==> src/rtl/param_dual_port_ram.sv <==
// True dual-port RAM with a power-on/reset clear sequencer and same-address write arbitration.
// Optional macro DPRAM_OUT_REG_EN adds one output register stage to dout_x/valid_x (read latency 2).
module param_dual_port_ram #(
   parameter int DATA_W = 8,
   parameter int ADDR_W = 4
) (
   input  logic              clk,
   input  logic              rst,
   input  logic [DATA_W-1:0] din_a,
   input  logic [DATA_W-1:0] din_b,
   input  logic [ADDR_W-1:0] addr_a,
   input  logic [ADDR_W-1:0] addr_b,
   input  logic              we_a,
   input  logic              we_b,
   input  logic              re_a,
   input  logic              re_b,
   output logic [DATA_W-1:0] dout_a,
   output logic [DATA_W-1:0] dout_b,
   output logic              valid_a,
   output logic              valid_b,
   output logic              collision,
   output logic              busy
);

   localparam int                DEPTH     = 2 ** ADDR_W;
   localparam logic [ADDR_W-1:0] LAST_ADDR = ADDR_W'(DEPTH - 1);

   typedef enum logic {
      ST_CLEAR,
      ST_READY
   } state_e;

   state_e              state_q,     state_d;
   logic [ADDR_W-1:0]   clr_cnt_q,   clr_cnt_d;
   logic [DATA_W-1:0]   dout_a_q,    dout_a_d;
   logic [DATA_W-1:0]   dout_b_q,    dout_b_d;
   logic                valid_a_q,   valid_a_d;
   logic                valid_b_q,   valid_b_d;
   logic                collision_q, collision_d;

   logic [DATA_W-1:0]   mem [DEPTH];

   logic                ready;
   logic                same_addr;
   logic                wr_en_a;
   logic                wr_en_b;
   logic [ADDR_W-1:0]   wr_addr_a;
   logic [DATA_W-1:0]   wr_data_a;
   logic                rd_en_a;
   logic                rd_en_b;

   assign ready     = (state_q == ST_READY);
   assign same_addr = (addr_a == addr_b);

   // Write-port steering: the clear sequencer borrows port A; port B yields on an address tie.
   always_comb begin
      // NOTE: every output of a combinational block gets a default first so no path leaves it unassigned (no latch).
      wr_en_a   = 1'b0;
      wr_addr_a = addr_a;
      wr_data_a = din_a;
      wr_en_b   = 1'b0;
      rd_en_a   = 1'b0;
      rd_en_b   = 1'b0;
      if (!ready) begin
         wr_en_a   = 1'b1;
         wr_addr_a = clr_cnt_q;
         wr_data_a = '0;
      end else begin
         wr_en_a = we_a;
         wr_en_b = we_b && !(we_a && same_addr);
         rd_en_a = re_a;
         rd_en_b = re_b;
      end
   end

   always_comb begin
      state_d     = state_q;
      clr_cnt_d   = clr_cnt_q;
      dout_a_d    = dout_a_q;
      dout_b_d    = dout_b_q;
      valid_a_d   = 1'b0;
      valid_b_d   = 1'b0;
      collision_d = 1'b0;
      unique case (state_q)
         ST_CLEAR: begin
            if (clr_cnt_q == LAST_ADDR) begin
               state_d = ST_READY;
            end else begin
               clr_cnt_d = clr_cnt_q + ADDR_W'(1);
            end
         end
         ST_READY: begin
            // Reads sample the array before this edge's writes land, giving read-first behaviour.
            if (rd_en_a) begin
               dout_a_d  = mem[addr_a];
               valid_a_d = 1'b1;
            end
            if (rd_en_b) begin
               dout_b_d  = mem[addr_b];
               valid_b_d = 1'b1;
            end
            collision_d = we_a && we_b && same_addr;
         end
         default: begin
            state_d = ST_CLEAR;
         end
      endcase
   end

   // NOTE: sequential state uses non-blocking assignments so every flop samples pre-edge values.
   always_ff @(posedge clk) begin
      if (rst) begin
         state_q     <= ST_CLEAR;
         clr_cnt_q   <= '0;
         dout_a_q    <= '0;
         dout_b_q    <= '0;
         valid_a_q   <= 1'b0;
         valid_b_q   <= 1'b0;
         collision_q <= 1'b0;
      end else begin
         state_q     <= state_d;
         clr_cnt_q   <= clr_cnt_d;
         dout_a_q    <= dout_a_d;
         dout_b_q    <= dout_b_d;
         valid_a_q   <= valid_a_d;
         valid_b_q   <= valid_b_d;
         collision_q <= collision_d;
      end
   end

   // NOTE: the array has no reset branch so it maps onto RAM macros; zeroing is the clear sequencer's job.
   always_ff @(posedge clk) begin
      if (wr_en_a) begin
         mem[wr_addr_a] <= wr_data_a;
      end
      if (wr_en_b) begin
         mem[addr_b] <= din_b;
      end
   end

`ifdef DPRAM_OUT_REG_EN
   logic [DATA_W-1:0] dout_a_s2_q,  dout_a_s2_d;
   logic [DATA_W-1:0] dout_b_s2_q,  dout_b_s2_d;
   logic              valid_a_s2_q, valid_a_s2_d;
   logic              valid_b_s2_q, valid_b_s2_d;

   always_comb begin
      dout_a_s2_d  = dout_a_q;
      dout_b_s2_d  = dout_b_q;
      valid_a_s2_d = valid_a_q;
      valid_b_s2_d = valid_b_q;
   end

   always_ff @(posedge clk) begin
      if (rst) begin
         dout_a_s2_q  <= '0;
         dout_b_s2_q  <= '0;
         valid_a_s2_q <= 1'b0;
         valid_b_s2_q <= 1'b0;
      end else begin
         dout_a_s2_q  <= dout_a_s2_d;
         dout_b_s2_q  <= dout_b_s2_d;
         valid_a_s2_q <= valid_a_s2_d;
         valid_b_s2_q <= valid_b_s2_d;
      end
   end

   assign dout_a  = dout_a_s2_q;
   assign dout_b  = dout_b_s2_q;
   assign valid_a = valid_a_s2_q;
   assign valid_b = valid_b_s2_q;
`else
   assign dout_a  = dout_a_q;
   assign dout_b  = dout_b_q;
   assign valid_a = valid_a_q;
   assign valid_b = valid_b_q;
`endif

   assign collision = collision_q;
   assign busy      = (state_q == ST_CLEAR);

endmodule
==> config.mk <==
export PLATFORM = sky130hd
export DESIGN_NAME = param_dual_port_ram
export DESIGN_NICKNAME = d
export VERILOG_FILES = /design/src/rtl/param_dual_port_ram.sv
export SDC_FILE = /design/constraint.sdc
export NUM_CORES = 1
export LEC_CHECK = 0
export CAP_MARGIN = 25
export CORE_AREA = 5 5 134 136
export CTS_BUF_LIST = sky130_fd_sc_hd__clkbuf_16
export DETAILED_ROUTE_END_ITERATION = 10
export DIE_AREA = 0 0 139 141
export PLACE_DENSITY_LB_ADDON = 0.2
export SETUP_SLACK_MARGIN = 0.15
export SKIP_LAST_GASP = 1
export SLEW_MARGIN = 20
export SYNTH_ARGS = -nofsm -noshare
export SYNTH_HDL_FRONTEND = slang
export SYNTH_SLANG_ARGS = --single-unit
==> constraint.sdc <==
create_clock -name clk -period 2.15 [get_ports clk]
set_input_delay 0.215 -clock clk [delete_from_list [all_inputs] [get_ports clk]]
set_output_delay 0.215 -clock clk [all_outputs]
set_load 0.02 [all_outputs]
==> results of run 1 <==
## area by class of cell
cell class	count	area [sq um]	share of cell area
Inverter	4	15.0	0.00138
Timing Repair Buffer	132	1360	0.125
Sequential cell	152	4320	0.396
Clock inverter	15	103	0.00940
Multi-Input combinational cell	416	4400	0.403
Clock buffer	17	425	0.0390
Tap cell	225	282	0.0258
## what timing repair did
action                                  4_1_cts  5_1_grt
buffers inserted                              0        3
resized for setup                             3        8
endpoints found under the setup margin        5       30
hold buffers                                  0        0
pin swaps                                     0        3
cloned                                        0        0
## cells by family after synthesis
kind of cell	count (synthesis)	synth area share
AO/OA/AOI/OAI	88	0.0799
XOR/XNOR	6	0.00838
adder cells (fa/ha/maj)	1	0.00140
buffers and inverters	54	0.0299
flip-flops	152	0.483
multiplexers	229	0.343
AND/OR/NAND/NOR	92	0.0547
## sequential cells by signal, summed over array words and instances (netlist names)
name,flops
clr_cnt_q,4
collision,1
dout_a,8
dout_b,8
mem,128
ready,1
valid_a,1
valid_b,1
## per-stage QoR
stage / TNS (ns) / utilization / cell area, sq um / total power [mW] / worst slack (ns)
2_1_floorplan: -2.50 / - / 8970 / 3.69 / -0.0523
3_3_place_gp: -28.62 / 0.613 / 10300 / 3.94 / -0.469
3_5_place_dp: -34.35 / 0.613 / 10300 / 3.95 / -0.477
4_1_cts: 0 / 0.645 / 10800 / 6.62 / 0.104
5_1_grt: 0 / 0.649 / 10900 / 6.80 / 0.163
6_report: 0 / 0.649 / 10900 / 6.63 / 0.176
## power by group through the flow
stage	logic [mW]	clock network [mW]	registers [mW]
after floorplan	0.391	0	3.30
after global placement	0.624	0	3.31
after detailed placement	0.635	0	3.31
after CTS	0.640	2.73	3.25
after global routing	0.682	2.87	3.26
final	0.655	2.72	3.25
## cell usage in the layout, fill, tap and decap left out, types with 7 or more instances in the layout
| master | netlist | layout |
|---|---|---|
| buf_12 | 0 | 20 |
| buf_4 | 6 | 59 |
| nor2_1 | 20 | 19 |
| o22ai_1 | 16 | 16 |
| o211ai_1 | 7 | 7 |
| nor3_1 | 11 | 11 |
| mux4_2 | 44 | 44 |
| and2_0 | 8 | 8 |
| mux2_2 | 120 | 120 |
| inv_1 | 4 | 10 |
| a221oi_1 | 7 | 7 |
| clkdlybuf4s50_1 | 0 | 46 |
| mux2_4 | 16 | 16 |
| o21ai_1 | 0 | 8 |
| dfxtp_1 | 24 | 24 |
| nand2_1 | 19 | 19 |
| mux2i_1 | 49 | 49 |
| o21ai_0 | 23 | 11 |
| clkbuf_16 | 0 | 17 |
| edfxtp_1 | 128 | 128 |
## synth_stat cells, types with 10 or more instances
cell and count:
buf_2 10, clkbuf_1 29, dfxtp_1 24, edfxtp_1 128, mux2_2 120, mux2_4 16
mux2i_1 49, mux4_2 44, nand2_1 19, nor2_1 20, nor3_1 11, o21ai_0 23
o22ai_1 16
## path summary, 6_finish.rpt
path / startpoint / to / slack [ns] / cells past startpoint
max: addr_b[0] / dout_b[2] / 0.18 / 5
min: dout_a[0] / dout_a[0] / 0.46 / 1
max reg2reg: ready / mem[5][4] / 0.21 / 6
min reg2reg: dout_a[0] / dout_a[0] / 0.46 / 1
## worst max-delay path: stages
cell and delay (ns):
clkdlybuf4s50_1 0.55, buf_6 0.21, mux4_2 0.52, a2111oi_1 0.61
a211oi_1 0.15
## routing by layer
layer / GRT usage / routed length, microns / vias to the layer above
met5: 0 / 0 / -
met4: 0.118 / 1040 / 0
met3: 0.0597 / 2310 / 71
met2: 0.429 / 12400 / 424
met1: 0.374 / 11000 / 3225
li1: - / - / 2691
==> run summary, run 1 <==
outcome: finished, final reports clean
drt initial violations: 756
Seq pwr share: 0.491
Avg WL per Cell: 27.9 microns
Area Overhead vs Synth: 21.8%
root buffer cell: clkbuf_16
die area: 0.0196 sq mm
vias in the first global route: 6,436
Die Span X: 139 microns
clock transition at the registers of the reported paths: 0.06 ns
Period Utilization, post-route: 0.918
switching power: 1.57 mW
Avg Vias per Cell: 6.67
FP Rows: 48
Static Leakage: 4.22 nW
DR vias: 6,411
Int Pwr: 5.06 mW
total wire length: 26,800 microns
switching share of power: 0.237
final std cells w/o fill: 961
CTS Sinks: 152
Final min period: 1.97 ns
unique cell type count in the Yosys netlist: 48
fin. max-slew vios: 0
clock buffer count from CTS: 17
Worst Path Arrival: 2.26 ns
Required @ worst endpoint: 2.43 ns
final setup vio count: 0
CTS tree: yes
Clock Latency Late Sink: 0.43 ns
Hold/Removal Path Class: reg -> reg
Comb power frac: 0.099
hpwl dp: 18,500 microns
clk_skew: 0.0113 ns
total gr overflow: 0
Yosys warnings: 0
Max FO, Critical Path: 11
Final Hold Violating Endpoints: 0
RSZ-0062 raised after global routing: true
sequential share of the synthesized area: 0.483
CTS H-Tree Depth: 4
maxcap violations: 0
Top Ports: 50
Max transition margin: 0.299
share of layout cells above drive strength 1: 0.439
Total Routing Usage GR: 0.275
first-pass GRT wire length: 39,800 microns
DRC viols: 0
Cell Pwr Density: 607 mW/mm^2
worst slew pin tran: 1.05 ns
Placer Congestion: 0.910
ys flop type: edfxtp_1
Routed Antenna Nets: 0
Post-synth ARST share: 0
clk buf depth: 2
Yosys top cell area share: 0.429
Initial Util: 0.533
initial antenna violation count: 0
number of synthesized register bits: 152
Core ar.: 0.0168 sq mm
Fin Hold WS: 0.458 ns
Fillers: 1,208
post-synth top area cell: edfxtp_1
PortBufs: 49
Syn Area/Cell: 14.4 sq um
synthesized area: 0.00896 sq mm
startpoint types: input port
Gate Count Post-Synth: 622
fin nets: 754
Crit Path Category: in -> reg
EDFF count, synth: 128
largest net degree at the start of global routing: 23
Pre-antenna DRT Iters: 5
Die Y: 141 microns
Max VDD drop: 0.569 mV
clock share of power: 0.410
Syn Nets: 653
placed insts: 925
largest cells by area after synthesis: edfxtp_1 (43%), mux2_2 (15%), mux4_2 (11%)
Fmax: 507 MHz
Ant. Diodes: 0
CP Capture Type: register
(Power assumes the default switching activity.)
==> run 2: changes to the inputs <==
--- a/config.mk
+++ b/config.mk
@@ -5,11 +5,11 @@
 export SDC_FILE = /design/constraint.sdc
 export NUM_CORES = 1
 export LEC_CHECK = 0
-export CAP_MARGIN = 25
-export CORE_AREA = 5 5 134 136
+export CAP_MARGIN = 15
+export CORE_AREA = 2 2 131 133
 export CTS_BUF_LIST = sky130_fd_sc_hd__clkbuf_16
 export DETAILED_ROUTE_END_ITERATION = 10
-export DIE_AREA = 0 0 139 141
+export DIE_AREA = 0 0 133 135
 export PLACE_DENSITY_LB_ADDON = 0.2
 export SETUP_SLACK_MARGIN = 0.15
 export SKIP_LAST_GASP = 1
==> run summary, run 2 (synthesis results as in run 1) <==
Avg Vias per Cell: 6.67
cell depth of the worst flop-to-flop path: 6
Required @ worst endpoint: 2.44 ns
clock buffer count from CTS: 17
clock transition at the registers of the reported paths: 0.07 ns
RSZ-0062 raised after global routing: false
share of layout cells above drive strength 1: 0.456
Max VDD drop: 0.553 mV
Core ar.: 0.0164 sq mm
Routed Antenna Nets: 0
Cell Pwr Density: 639 mW/mm^2
total gr overflow: 0
CP Capture Type: register
drt initial violations: 869
Max transition margin: 0.310
Hold Path Stages: 5
Die Y: 135 microns
DR vias: 6,400
Static Leakage: 4.23 nW
CTS H-Tree Depth: 4
final setup vio count: 0
Final Hold Violating Endpoints: 0
final std cells w/o fill: 959
fin. max-slew vios: 0
Period Utilization, post-route: 0.896
worst slew pin tran: 1.03 ns
Top Ports: 50
die area: 0.0180 sq mm
Max FO, Critical Path: 12
Initial Util: 0.546
outcome: finished, final reports clean
Clock Latency Late Sink: 0.43 ns
most frequent cells in the layout: edfxtp_1 (128), mux2_2 (120), buf_4 (68)
setup_tns: 0 ns
clk_skew: 0.00742 ns
largest net degree at the start of global routing: 30
Fmax: 519 MHz
first-pass GRT wire length: 39,700 microns
Pre-antenna DRT Iters: 5
CTS tree: yes
PortBufs: 49
Total Routing Usage GR: 0.308
number of cells on the critical path: 5
crit path cell chain: clkdlybuf4s50_1, buf_4, mux4_2, a2111oi_1, a211oi_1
Max stage delay on crit path: 0.55 ns
Placer Congestion: 0.921
Hold/Removal Path Class: in -> reg
setup bufs post-CTS: 0
initial antenna violation count: 0
Crit Path Category: in -> reg
placed insts: 927
Avg WL per Cell: 27.7 microns
fin nets: 757
CTS Sinks: 152
post-route design area: 0.0110 sq mm
Area Overhead vs Synth: 22.6%
CP delay by family, top: buffers and inverters
Final min period: 1.93 ns
startpoint types: input port
most common cell after layout, fill and taps aside: edfxtp_1
Area after DPL: 0.0103 sq mm
root buffer cell: clkbuf_16
largest register by flop count: mem
hpwl dp: 18,400 microns
Ant. Diodes: 0
DRC viols: 0
maxcap violations: 0
total wire length: 26,600 microns
Post-CTS Hold Buffers: 0
CP bufs+invs: 2
Slowest cell on crit path: a2111oi_1
FP Rows: 47
clk buf depth: 2
max reg flops: 128
Die Span X: 133 microns
vias in the first global route: 6,405
Worst Path Arrival: 2.22 ns
==> run 2: path summary, 6_finish.rpt <==
| kind | from | endpoint | slack (ns) |
|---|---|---|---|
| setup / recovery | addr_b[0] | dout_b[2] | 0.22 |
| hold / removal | addr_b[3] | collision | 0.48 |
| hold reg to reg | dout_a[0] | dout_a[0] | 0.48 |
| setup reg to reg | ready | mem[12][5] | 0.25 |
==> run 2: report_power, final <==
part           total, mW  switching (mW)  internal (mW)
Sequential          3.25          0.0352           3.22
Combinational      0.675           0.373          0.302
Clock               3.09            1.26           1.83
Total               7.01            1.67           5.34
==> run 2: routing by layer <==
layer | global-route usage | vias to the layer above | share of wire
met3 | 0.0724 | 67 | 0.10
met5 | 0 | - | 0
met1 | 0.401 | 3217 | 0.38
met2 | 0.498 | 405 | 0.47
met4 | 0.129 | 0 | 0.041
li1 | - | 2711 | -
==> run 2: worst min-delay path, stage by stage <==
cell,delay (ns)
buf_2,0.15
xnor2_2,0.10
nand3_4,0.08
buf_12,0.20
nor4_1,0.10
==> run 2: cell type report <==
type / count / area [sq um]
Inverter: 4 / 15.0
Fill cell: 1137 / 5430
Multi-Input combinational cell: 416 / 4430
Clock buffer: 17 / 425
Sequential cell: 152 / 4330
Timing Repair Buffer: 135 / 1340
Tap cell: 220 / 275
Clock inverter: 15 / 176
==> run 2: per-stage QoR <==
step,total power [mW],hold slack [ns],setup WS [ns],util
after floorplan,3.69,0.396,-0.0523,-
after global placement,3.95,0.444,-0.317,0.630
after detailed placement,3.96,0.466,-0.330,0.630
after CTS,7.00,0.469,0.131,0.667
after global routing,7.15,0.496,0.149,0.669
final,7.01,0.476,0.223,0.669
==> run 2: what timing repair did <==
item                       4_1_cts  5_1_grt
gates cloned                     0        0
pin swaps                        0        3
gates resized for setup          4       12
setup endpoints to repair       30      203
